### config.mk
export PLATFORM = sky130hd
export DESIGN_NAME = program_feeder_flat
export DESIGN_NICKNAME = d
export VERILOG_FILES = /design/src/rtl/program_feeder_if.sv /design/src/rtl/program_feeder.sv /design/src/flat_wrapper.sv
export SDC_FILE = /design/constraint.sdc
export NUM_CORES = 1
export LEC_CHECK = 0
export CORE_MARGIN = 3
export CORE_UTILIZATION = 60
export CTS_BUF_LIST = sky130_fd_sc_hd__clkbuf_16
export DETAILED_ROUTE_END_ITERATION = 10
export GPL_TIMING_DRIVEN = 1
export PLACE_DENSITY = 0.78
export RECOVER_POWER = 50
export SETUP_SLACK_MARGIN = 0.1
export SLEW_MARGIN = 20
export SYNTH_ARGS = -nofsm -noshare
export SYNTH_HDL_FRONTEND = slang
export SYNTH_SLANG_ARGS = --single-unit
### constraint.sdc
create_clock -name Clock -period 8.65 [get_ports Clock]
set_input_delay 1.73 -clock Clock [delete_from_list [all_inputs] [get_ports Clock]]
set_output_delay 1.73 -clock Clock [all_outputs]
set_load 0.05 [all_outputs]
### src/rtl/program_feeder_if.sv
// program_feeder_if: handshake/status bundle between a program source
// (switches/buttons or a testbench) and the program_feeder block.
//   SW_data, Load, Start, Clear : program load and playback controls
//   Done                        : instruction-complete from the processor
//   DIN, Run                    : word and issue strobe to the processor
//   Count, PC                   : words loaded / playback read pointer
//   Busy, Halted, Full, Error   : status flags
// DEPTH must match the DEPTH of the program_feeder it connects to.
interface program_feeder_if #(
  parameter int DEPTH = 16
) ();
  localparam int AW = $clog2(DEPTH);

  logic [15:0] SW_data;
  logic        Load;
  logic        Start;
  logic        Clear;
  logic        Done;
  logic [15:0] DIN;
  logic        Run;
  logic [AW:0] Count;
  logic [AW-1:0] PC;
  logic        Busy;
  logic        Halted;
  logic        Full;
  logic        Error;

  // Source side: drives controls, observes feeder outputs.
  modport master (
    output SW_data, Load, Start, Clear, Done,
    input  DIN, Run, Count, PC, Busy, Halted, Full, Error
  );

  // Feeder side.
  modport slave (
    input  SW_data, Load, Start, Clear, Done,
    output DIN, Run, Count, PC, Busy, Halted, Full, Error
  );
endinterface

### src/rtl/program_feeder.sv
// program_feeder: small program buffer that is filled word by word and then
// played back to a processor one instruction at a time.
//   Clock  : single rising-edge clock
//   Resetn : asynchronous active-low reset
//   bus    : program_feeder_if.slave (see interface for signal list)
// Words at or beyond Count read as 16'h0000. An instruction whose opcode
// field [8:6] equals MVI_OPCODE consumes the following word as its
// immediate, which stays on DIN while waiting for Done.
module program_feeder #(
  parameter int         DEPTH      = 16,
  parameter logic [2:0] MVI_OPCODE = 3'b001,
  parameter int         TIMEOUT    = 255
) (
  input logic            Clock,
  input logic            Resetn,
  program_feeder_if.slave bus
);
  localparam int AW = $clog2(DEPTH);
  localparam int WW = $clog2(TIMEOUT + 1);
  localparam logic [AW:0]   DEPTH_W = (AW + 1)'(DEPTH);
  localparam logic [AW-1:0] PC_MAX  = AW'(DEPTH - 1);
  localparam logic [WW-1:0] WD_LAST = WW'(TIMEOUT - 1);
  localparam logic [AW:0]   ONE_W   = (AW + 1)'(1);

  typedef enum logic [1:0] {
    IDLE  = 2'd0,
    ISSUE = 2'd1,
    WAIT  = 2'd2,
    HALT  = 2'd3
  } state_t;

  state_t        state_r;
  logic [15:0]   mem_r [DEPTH];
  logic [AW:0]   count_r;
  // One bit wider than PC so "past the last word" is representable.
  logic [AW:0]   ptr_r;
  logic [2:0]    opcode_r;
  logic [WW-1:0] wdog_r;
  logic          run_r;
  logic          error_r;
  logic [15:0]   din_r;
  logic          load_q_r;
  logic          start_q_r;

  logic          load_edge_s;
  logic          start_edge_s;
  logic          full_s;
  logic          mem_we_s;
  logic [AW:0]   ptr_inc_s;
  logic [AW:0]   next_ptr_s;
  logic [15:0]   rd_first_s;
  logic [15:0]   rd_cur_s;
  logic [15:0]   rd_inc_s;
  logic [15:0]   rd_next_s;

  // Buffer read that returns zero for any word not yet loaded.
  function automatic logic [15:0] read_word(input logic [AW:0] idx,
                                            input logic [AW:0] cnt);
    if (idx < cnt) begin
      return mem_r[idx[AW-1:0]];
    end else begin
      return 16'h0000;
    end
  endfunction

  assign load_edge_s  = bus.Load  & ~load_q_r;
  assign start_edge_s = bus.Start & ~start_q_r;
  assign full_s       = (count_r == DEPTH_W);
  // Start and Clear both pre-empt a Load arriving in the same cycle.
  assign mem_we_s     = (state_r == IDLE) & load_edge_s & ~start_edge_s &
                        ~bus.Clear & ~full_s;
  assign ptr_inc_s    = ptr_r + ONE_W;
  assign next_ptr_s   = (opcode_r == MVI_OPCODE) ? ptr_inc_s : ptr_r;
  assign rd_first_s   = read_word({(AW + 1){1'b0}}, count_r);
  assign rd_cur_s     = read_word(ptr_r, count_r);
  assign rd_inc_s     = read_word(ptr_inc_s, count_r);
  assign rd_next_s    = read_word(next_ptr_s, count_r);

  assign bus.DIN    = din_r;
  assign bus.Run    = run_r;
  assign bus.Count  = count_r;
  // After the last of DEPTH words the internal pointer reaches DEPTH;
  // the visible PC saturates instead of wrapping to zero.
  assign bus.PC     = (ptr_r >= DEPTH_W) ? PC_MAX : ptr_r[AW-1:0];
  assign bus.Busy   = (state_r == ISSUE) | (state_r == WAIT);
  assign bus.Halted = (state_r == HALT);
  assign bus.Full   = full_s;
  assign bus.Error  = error_r;

  // Registered copies of Load/Start for single-shot edge detection.
  always_ff @(posedge Clock or negedge Resetn) begin
    if (!Resetn) begin
      load_q_r  <= 1'b0;
      start_q_r <= 1'b0;
    end else begin
      load_q_r  <= bus.Load;
      start_q_r <= bus.Start;
    end
  end

  // Program buffer write port; contents deliberately survive reset.
  always_ff @(posedge Clock) begin
    if (mem_we_s) begin
      mem_r[count_r[AW-1:0]] <= bus.SW_data;
    end
  end

  // Playback FSM with registered Run/DIN/Error.
  always_ff @(posedge Clock or negedge Resetn) begin
    if (!Resetn) begin
      state_r  <= IDLE;
      count_r  <= '0;
      ptr_r    <= '0;
      opcode_r <= 3'b000;
      wdog_r   <= '0;
      run_r    <= 1'b0;
      error_r  <= 1'b0;
      din_r    <= 16'h0000;
    end else begin
      case (state_r)
        IDLE: begin
          if (bus.Clear) begin
            count_r <= '0;
            ptr_r   <= '0;
            error_r <= 1'b0;
            din_r   <= 16'h0000;
          end else if (start_edge_s) begin
            if (count_r != '0) begin
              ptr_r   <= '0;
              run_r   <= 1'b1;
              din_r   <= rd_first_s;
              state_r <= ISSUE;
            end
          end else if (load_edge_s && !full_s) begin
            count_r <= count_r + ONE_W;
          end
        end
        ISSUE: begin
          run_r    <= 1'b0;
          opcode_r <= rd_cur_s[8:6];
          ptr_r    <= ptr_inc_s;
          din_r    <= rd_inc_s;
          wdog_r   <= '0;
          state_r  <= WAIT;
        end
        WAIT: begin
          if (bus.Done) begin
            ptr_r <= next_ptr_s;
            if (next_ptr_s >= count_r) begin
              state_r <= HALT;
            end else begin
              run_r   <= 1'b1;
              din_r   <= rd_next_s;
              state_r <= ISSUE;
            end
          end else if (wdog_r == WD_LAST) begin
            error_r <= 1'b1;
            state_r <= HALT;
          end else begin
            wdog_r <= wdog_r + WW'(1);
          end
        end
        HALT: begin
          if (bus.Clear) begin
            count_r <= '0;
            ptr_r   <= '0;
            error_r <= 1'b0;
            din_r   <= 16'h0000;
            state_r <= IDLE;
          end else if (start_edge_s) begin
            error_r <= 1'b0;
            ptr_r   <= '0;
            run_r   <= 1'b1;
            din_r   <= rd_first_s;
            state_r <= ISSUE;
          end
        end
        default: begin
          run_r   <= 1'b0;
          state_r <= IDLE;
        end
      endcase
    end
  end
endmodule

### src/flat_wrapper.sv
// flat-port wrapper written by rule: the top's interface ports become plain ports
module program_feeder_flat 
#(
  parameter int         DEPTH      = 16,
  parameter logic [2:0] MVI_OPCODE = 3'b001,
  parameter int         TIMEOUT    = 255
)
  (Clock, Resetn, bus_SW_data, bus_Load, bus_Start, bus_Clear, bus_Done, bus_DIN, bus_Run, bus_Count, bus_PC, bus_Busy, bus_Halted, bus_Full, bus_Error);
  program_feeder_if #(.DEPTH(DEPTH)) bus_i ();
  input logic Clock;
  input logic Resetn;
  input wire logic [$bits(bus_i.SW_data)-1:0] bus_SW_data;
  input wire logic [$bits(bus_i.Load)-1:0] bus_Load;
  input wire logic [$bits(bus_i.Start)-1:0] bus_Start;
  input wire logic [$bits(bus_i.Clear)-1:0] bus_Clear;
  input wire logic [$bits(bus_i.Done)-1:0] bus_Done;
  output wire logic [$bits(bus_i.DIN)-1:0] bus_DIN;
  output wire logic [$bits(bus_i.Run)-1:0] bus_Run;
  output wire logic [$bits(bus_i.Count)-1:0] bus_Count;
  output wire logic [$bits(bus_i.PC)-1:0] bus_PC;
  output wire logic [$bits(bus_i.Busy)-1:0] bus_Busy;
  output wire logic [$bits(bus_i.Halted)-1:0] bus_Halted;
  output wire logic [$bits(bus_i.Full)-1:0] bus_Full;
  output wire logic [$bits(bus_i.Error)-1:0] bus_Error;
  assign bus_i.SW_data = bus_SW_data;
  assign bus_i.Load = bus_Load;
  assign bus_i.Start = bus_Start;
  assign bus_i.Clear = bus_Clear;
  assign bus_i.Done = bus_Done;
  assign bus_DIN = bus_i.DIN;
  assign bus_Run = bus_i.Run;
  assign bus_Count = bus_i.Count;
  assign bus_PC = bus_i.PC;
  assign bus_Busy = bus_i.Busy;
  assign bus_Halted = bus_i.Halted;
  assign bus_Full = bus_i.Full;
  assign bus_Error = bus_i.Error;
  program_feeder #(.DEPTH(DEPTH), .MVI_OPCODE(MVI_OPCODE), .TIMEOUT(TIMEOUT)) u_core (.Clock(Clock), .Resetn(Resetn), .bus(bus_i));
endmodule
* Word level (Yosys, flattened, before mapping)
Memories as Yosys holds them, arrays and structs flattened.
Index checks and enable logic that the tools add are counted.
** Cells by class
- Add/subtract/negate cells :: 3
- Bitwise logic cells :: 12
- Magnitude comparators :: 6
- Equal/unequal tests :: 24
- Reductions and logical operators :: 14
- Muxes and demuxes :: 54
** Operators with widths (number)
- 16-bit two-way mux :: 10
- 16-bit case mux with 4 select lines :: 1
- 5-bit two-way mux :: 11
- 2-bit inequality test, second input constant :: 10
- 5-bit case mux with 4 select lines :: 1
- 2-bit two-way mux :: 8
- 8-bit two-way mux :: 2
- 8-bit case mux with 2 select lines :: 1
- 5-bit < comparator :: 3
- 5-bit AND reduction :: 3
- 1-bit two-way mux :: 14
- 3-bit inequality test, second input constant :: 4
- 5-bit by 1-bit adder with 5-bit output, second input constant :: 2
- 5-bit case mux with 2 select lines :: 1
- 9-bit two-way mux :: 1
- 8-bit by 1-bit adder with 8-bit output, second input constant :: 1
- 8-bit equality test, second input constant :: 1
- 2-bit case mux with 4 select lines :: 1
- 4-bit AND reduction :: 2
- 7-bit AND reduction :: 1
- 1-bit bitwise AND :: 6
- 3-bit by 2-bit inequality test with 1-bit output, second input constant :: 2
- 5-bit equality test, second input constant :: 1
- 5-bit >= comparator :: 1
- 18 further kinds :: 25
** Word-level totals
- Bits in registers :: 43
- Bits of input ports :: 22
- Memory bits (writable) :: 256
- Memories :: 1
- Output and inout port bits :: 30
** Memories
- u_core.mem_r :: words 16, width 16, read ports 4, clocked after Yosys merged registers in 0, wr ports 1, line program_feeder.sv:33 : logic [15:0] mem_r [DEPTH];

* Depth between registers and ports, before layout
- Depth after elaboration :: 8
- Gate-level depth with buffers :: 14
- Depth with buffers taken out :: 11

* Worst setup path before layout
Ideal clock, no wire load.
- Kind :: input to register
- Start point :: input bus_Start
- End point :: memory u_core.mem_r[0][0] (enable)
- Path slack :: 4.246 ns
- Stages :: 5
- Required time :: 8.220 ns
- Data arrival time :: 3.973 ns
- Setup time :: 0.430 ns
- Path buffers :: 1
- Cells stage by stage :: nand2b_1 -> and4bb_2 -> nand2b_1 -> clkbuf_1 -> nor4_1
** Between the ends
- Longest elaborated chain between the ends :: 7
** Ends and longest elaborated chain
- start: declaration :: line flat_wrapper.sv:14 : input wire logic [$bits(bus_i.Start)-1:0] bus_Start;
- 1-bit bitwise AND :: line program_feeder.sv:67 : assign start_edge_s = bus.Start & ~start_q_r;
- 1-bit NOT :: line program_feeder.sv:70 : assign mem_we_s = (state_r == IDLE) & load_edge_s & ~start_edge_s &
- 1-bit bitwise AND (2 in series) :: line program_feeder.sv:70
- 1-bit bitwise AND :: line program_feeder.sv:71 : ~bus.Clear & ~full_s;
- 1-bit two-way mux :: line program_feeder.sv:103 : if (mem_we_s) begin
- 1-bit two-way mux (not written as such) :: line program_feeder.sv:104 : mem_r[count_r[AW-1:0]] <= bus.SW_data;
- end: declaration :: line program_feeder.sv:33
Every way passes these cells.

* Final worst setup path
- Start point :: register u_core.count_r[0] (netlist: u_core.bus.Count[0])
- End point :: output bus_Full
** Between the ends
- Longest elaborated chain between the ends :: 1
** Ends and longest elaborated chain
- start: declaration :: line program_feeder.sv:34 : logic [AW:0] count_r;
- start signal: assignment :: line program_feeder.sv:135 : count_r <= count_r + ONE_W;
- 5-bit equality test :: line program_feeder.sv:68 : assign full_s = (count_r == DEPTH_W);
- end: declaration :: line flat_wrapper.sv:23 : output wire logic [$bits(bus_i.Full)-1:0] bus_Full;
Every way passes these cells.

==> flow_metrics.tcl <==
set metrics [dict create \
    post_synth.cell_area_avg_um2 13.3 \
    drive_above_1_share_pct 19.3 \
    clockBufferDepth 3 \
    cts_setup_buffers 0 \
    hold_buffers 0 \
    drv_slew 44 \
    worst-path-buf-inv 2 \
    power_frac_seq_pct 32.5 \
    busiest_layer "met2" \
    routedWlPerCell_um 26.1 \
    clock_skew_ns 0.0168 \
    antenna_left 0 \
    layoutNonFillerInstCount 1624 \
    yosys-mux-area-fraction_pct 23.4 \
    hold_violations 0 \
    cp_top_family "buffers and inverters" \
    grtUsageMet2_pct 46.2 \
    gp_congestion 0.848 \
    tns_ns 0 \
    cts_buffers 31 \
    grt_max_degree 91 \
    synth_xor_xnor_area_share_pct 0.803 \
    synthSimpleGateAreaFrac_pct 8.38 \
    dieArea_um2 29500 \
    met1_usage_pct 41.5 \
    tightest_slew_ns 2.76 \
    clockPowerShare_pct 25.4 \
    synth_cell_types 60 \
    grt_pass1_vias 11200 \
    core_area_um2 27000 \
    cts.sinks 299 \
    grt_use_met3_pct 6.10 \
    cts_max_level 1 \
    r2r_setup_slack_ns 4.27 \
    p_sw_share_pct 37.1 \
    vias 11200 \
    cts-root-buf "clkbuf_16" \
    synth_top_family_by_area "multiplexers" \
    cap_violations 1 \
    layout_min_cycle_time_ns 4.50 \
    cts.repair.resized 0 \
    synth_fa_ha_area_share_pct 1.82 \
    place_inst 1566 \
    fin_crit_sh_pct 52.0 \
    drt_wl_total_um 42400 \
    synth_compound_area_share_pct 9.32 \
    ys_warn_count 0 \
    setup_violations 0 \
    synthArstFlopShare_pct 14.4 \
    max-vdd-ir-drop_mv 0.180 \
    synthFlopType "edfxtp_1" \
    worstPathArrival_ns 2.77 \
    ios 52 \
    yosysSeqAreaShare_pct 53.1 \
    status "complete, but fails checks" \
    syn_inst 1243 \
    rsz0062_at_grt "false" \
    setup.worst_path.start_class "flip-flop" \
    port_buffers 51 \
    synth-seq-cells 299 \
    max_slew_margin_pct -84.1 \
    clock_latency_ns 0.56 \
    violations "capacitance limit, slew limit" \
    clk_pin_slew_ns 0.06 \
    grt_util_all_layers_pct 29.2 \
    fmax_mhz 222 \
    cp_slowest_cell "clkdlybuf4s50_1" \
    cts_tree "built" \
    syn_area_um2 16500 \
    grt_pass1_wl_um 65800 \
    path_cells "inv_1 > ha_1 > nor4bb_1 > clkdlybuf4s50_1" \
    power_mw 5.38 \
    grt_overflow_total 0 \
    max_stage_delay_ns 0.87 \
    cp.required_ns 6.92 \
    combPwrFrac_pct 42.1 \
    drc 0 \
    antenna_found_initial 0 \
    synth_edf_count 256 \
    syn_nets 1289 \
    area_delta_synth_final_pct 11.3 \
    hpwl_um 26100 \
    nets 1306 \
    die_h_um 172 \
    critPathKind "reg -> out" \
    rows 60 \
    internal_power_mw 3.39 \
    holdCritPathClass "reg -> reg" \
    fp.dieW_um 172 \
    switchingPower_mw 2.00 \
    cp_max_fo 10 \
    firstDrtPassIters 5 \
    drtIter0Drc 1189 \
    leakage_nw 6.18 \
    worstSetupEndpointType "primary output" \
    via_per_inst 6.88 \
    pwr_density_cell_nw_per_um2 293 \
    initial_utilization_pct 61.1 \
    antenna_cells 0 \
]
## registers in the layout, summed over array words and instances, names as in the netlist
name	count
u_core.bus.Error	1
u_core.state_r	2
u_core.start_q_r	1
u_core.wdog_r	8
u_core.opcode_r	3
u_core.bus.Count	5
u_core.mem_r	256
u_core.ptr_r	5
u_core.bus.Run	1
u_core.load_q_r	1
u_core.bus.DIN	16
## power groups by stage
stage	logic, mW	registers [mW]	clock network [mW]
floorplan	1.63	1.86	0
global placement	2.18	1.77	0
detailed placement	2.23	1.78	0
CTS	2.24	1.75	1.38
global route	2.44	1.76	1.44
finish	2.27	1.75	1.37
## cell usage after synthesis, types with 4 or more instances
master	count	area, µm²
edfxtp_1	256	7690
mux2i_1	135	1350
nand2_1	127	477
mux4_2	88	1980
a21oi_1	81	405
mux2_2	45	507
dfrtp_1	43	1080
clkbuf_1	41	154
nand3_1	40	200
nor2_1	39	146
nand2b_1	32	200
o211ai_1	29	218
buf_2	26	130
o22ai_1	26	163
ha_1	24	300
a31oi_1	23	144
o21ai_0	23	115
inv_1	20	75.1
buf_4	14	105
nor3_1	11	55.1
o31ai_1	11	82.6
buf_1	8	30.0
nor2b_1	8	50.1
a21o_1	7	52.6
and2_1	7	43.8
xor2_1	7	61.3
o41ai_1	6	52.6
a211oi_1	5	37.5
nor4_1	5	31.3
o41ai_2	5	81.3
xnor2_1	5	43.8
nand4_1	4	25.0
or2_2	4	25.0
## final cells by class
cell class,instances,area (µm²)
Multi-Input combinational cell,831,7340
Fill cell,1852,8660
Timing Repair Buffer,75,706
Inverter,22,82.6
Clock buffer,31,776
Sequential cell,299,8770
Clock inverter,25,269
Tap cell,341,427
## layout by cell type (no fill, tap or decap), types with 32 or more instances in the layout
master and instances:
nor2_1 34, edfxtp_1 256, mux2i_1 135, nand2_1 127
nand3_1 40, mux4_2 88, dfrtp_1 41, a21oi_1 80
nand2b_1 32, mux2_2 45
## cells by family after synthesis
logic type / Yosys count
xor+xnor: 13
compound gates: 234
buf+inv: 113
fa+ha+maj: 24
flops: 299
mux: 269
simple gates: 291
## worst paths after layout
| check | startpoint | endpoint | cells after the start |
|---|---|---|---|
| setup / recovery | u_core.bus.Count[0]$_DFFE_PN0P_ | bus_Full | 4 |
| hold / removal | u_core.bus.Error$_DFFE_PN0P_ | u_core.bus.Error$_DFFE_PN0P_ | 1 |
| setup reg to reg | u_core.ptr_r[1]$_DFFE_PN0P_ | u_core.bus.DIN[9]$_DFFE_PN0P_ | 12 |
| hold reg to reg | u_core.bus.Error$_DFFE_PN0P_ | u_core.bus.Error$_DFFE_PN0P_ | 1 |
| max in group asynchronous | Resetn | u_core.ptr_r[0]$_DFFE_PN0P_ | 2 |
| min in group asynchronous | Resetn | u_core.bus.DIN[14]$_DFFE_PN0P_ | 2 |
## per-stage QoR
stage          setup slack (ns)  area [µm²]  utilization (%)  hold slack [ns]
6_report                   4.15       18400             68.0            0.515
5_1_grt                    4.02       18400             68.0            0.533
4_1_cts                    4.17       18300             67.8            0.516
3_5_place_dp               4.02       17300             63.9            0.500
3_3_place_gp               4.11       17300             63.9            0.472
2_1_floorplan              4.25       16500                -            0.489
## routing by layer
metal  part of all wire (%)  up-vias
met3                    9.6       92
met4                    3.0        0
li1                       -     4886
met2                     47      640
met1                     41     5559
met5                      0        -
Power figures use the tool's default switching activity.
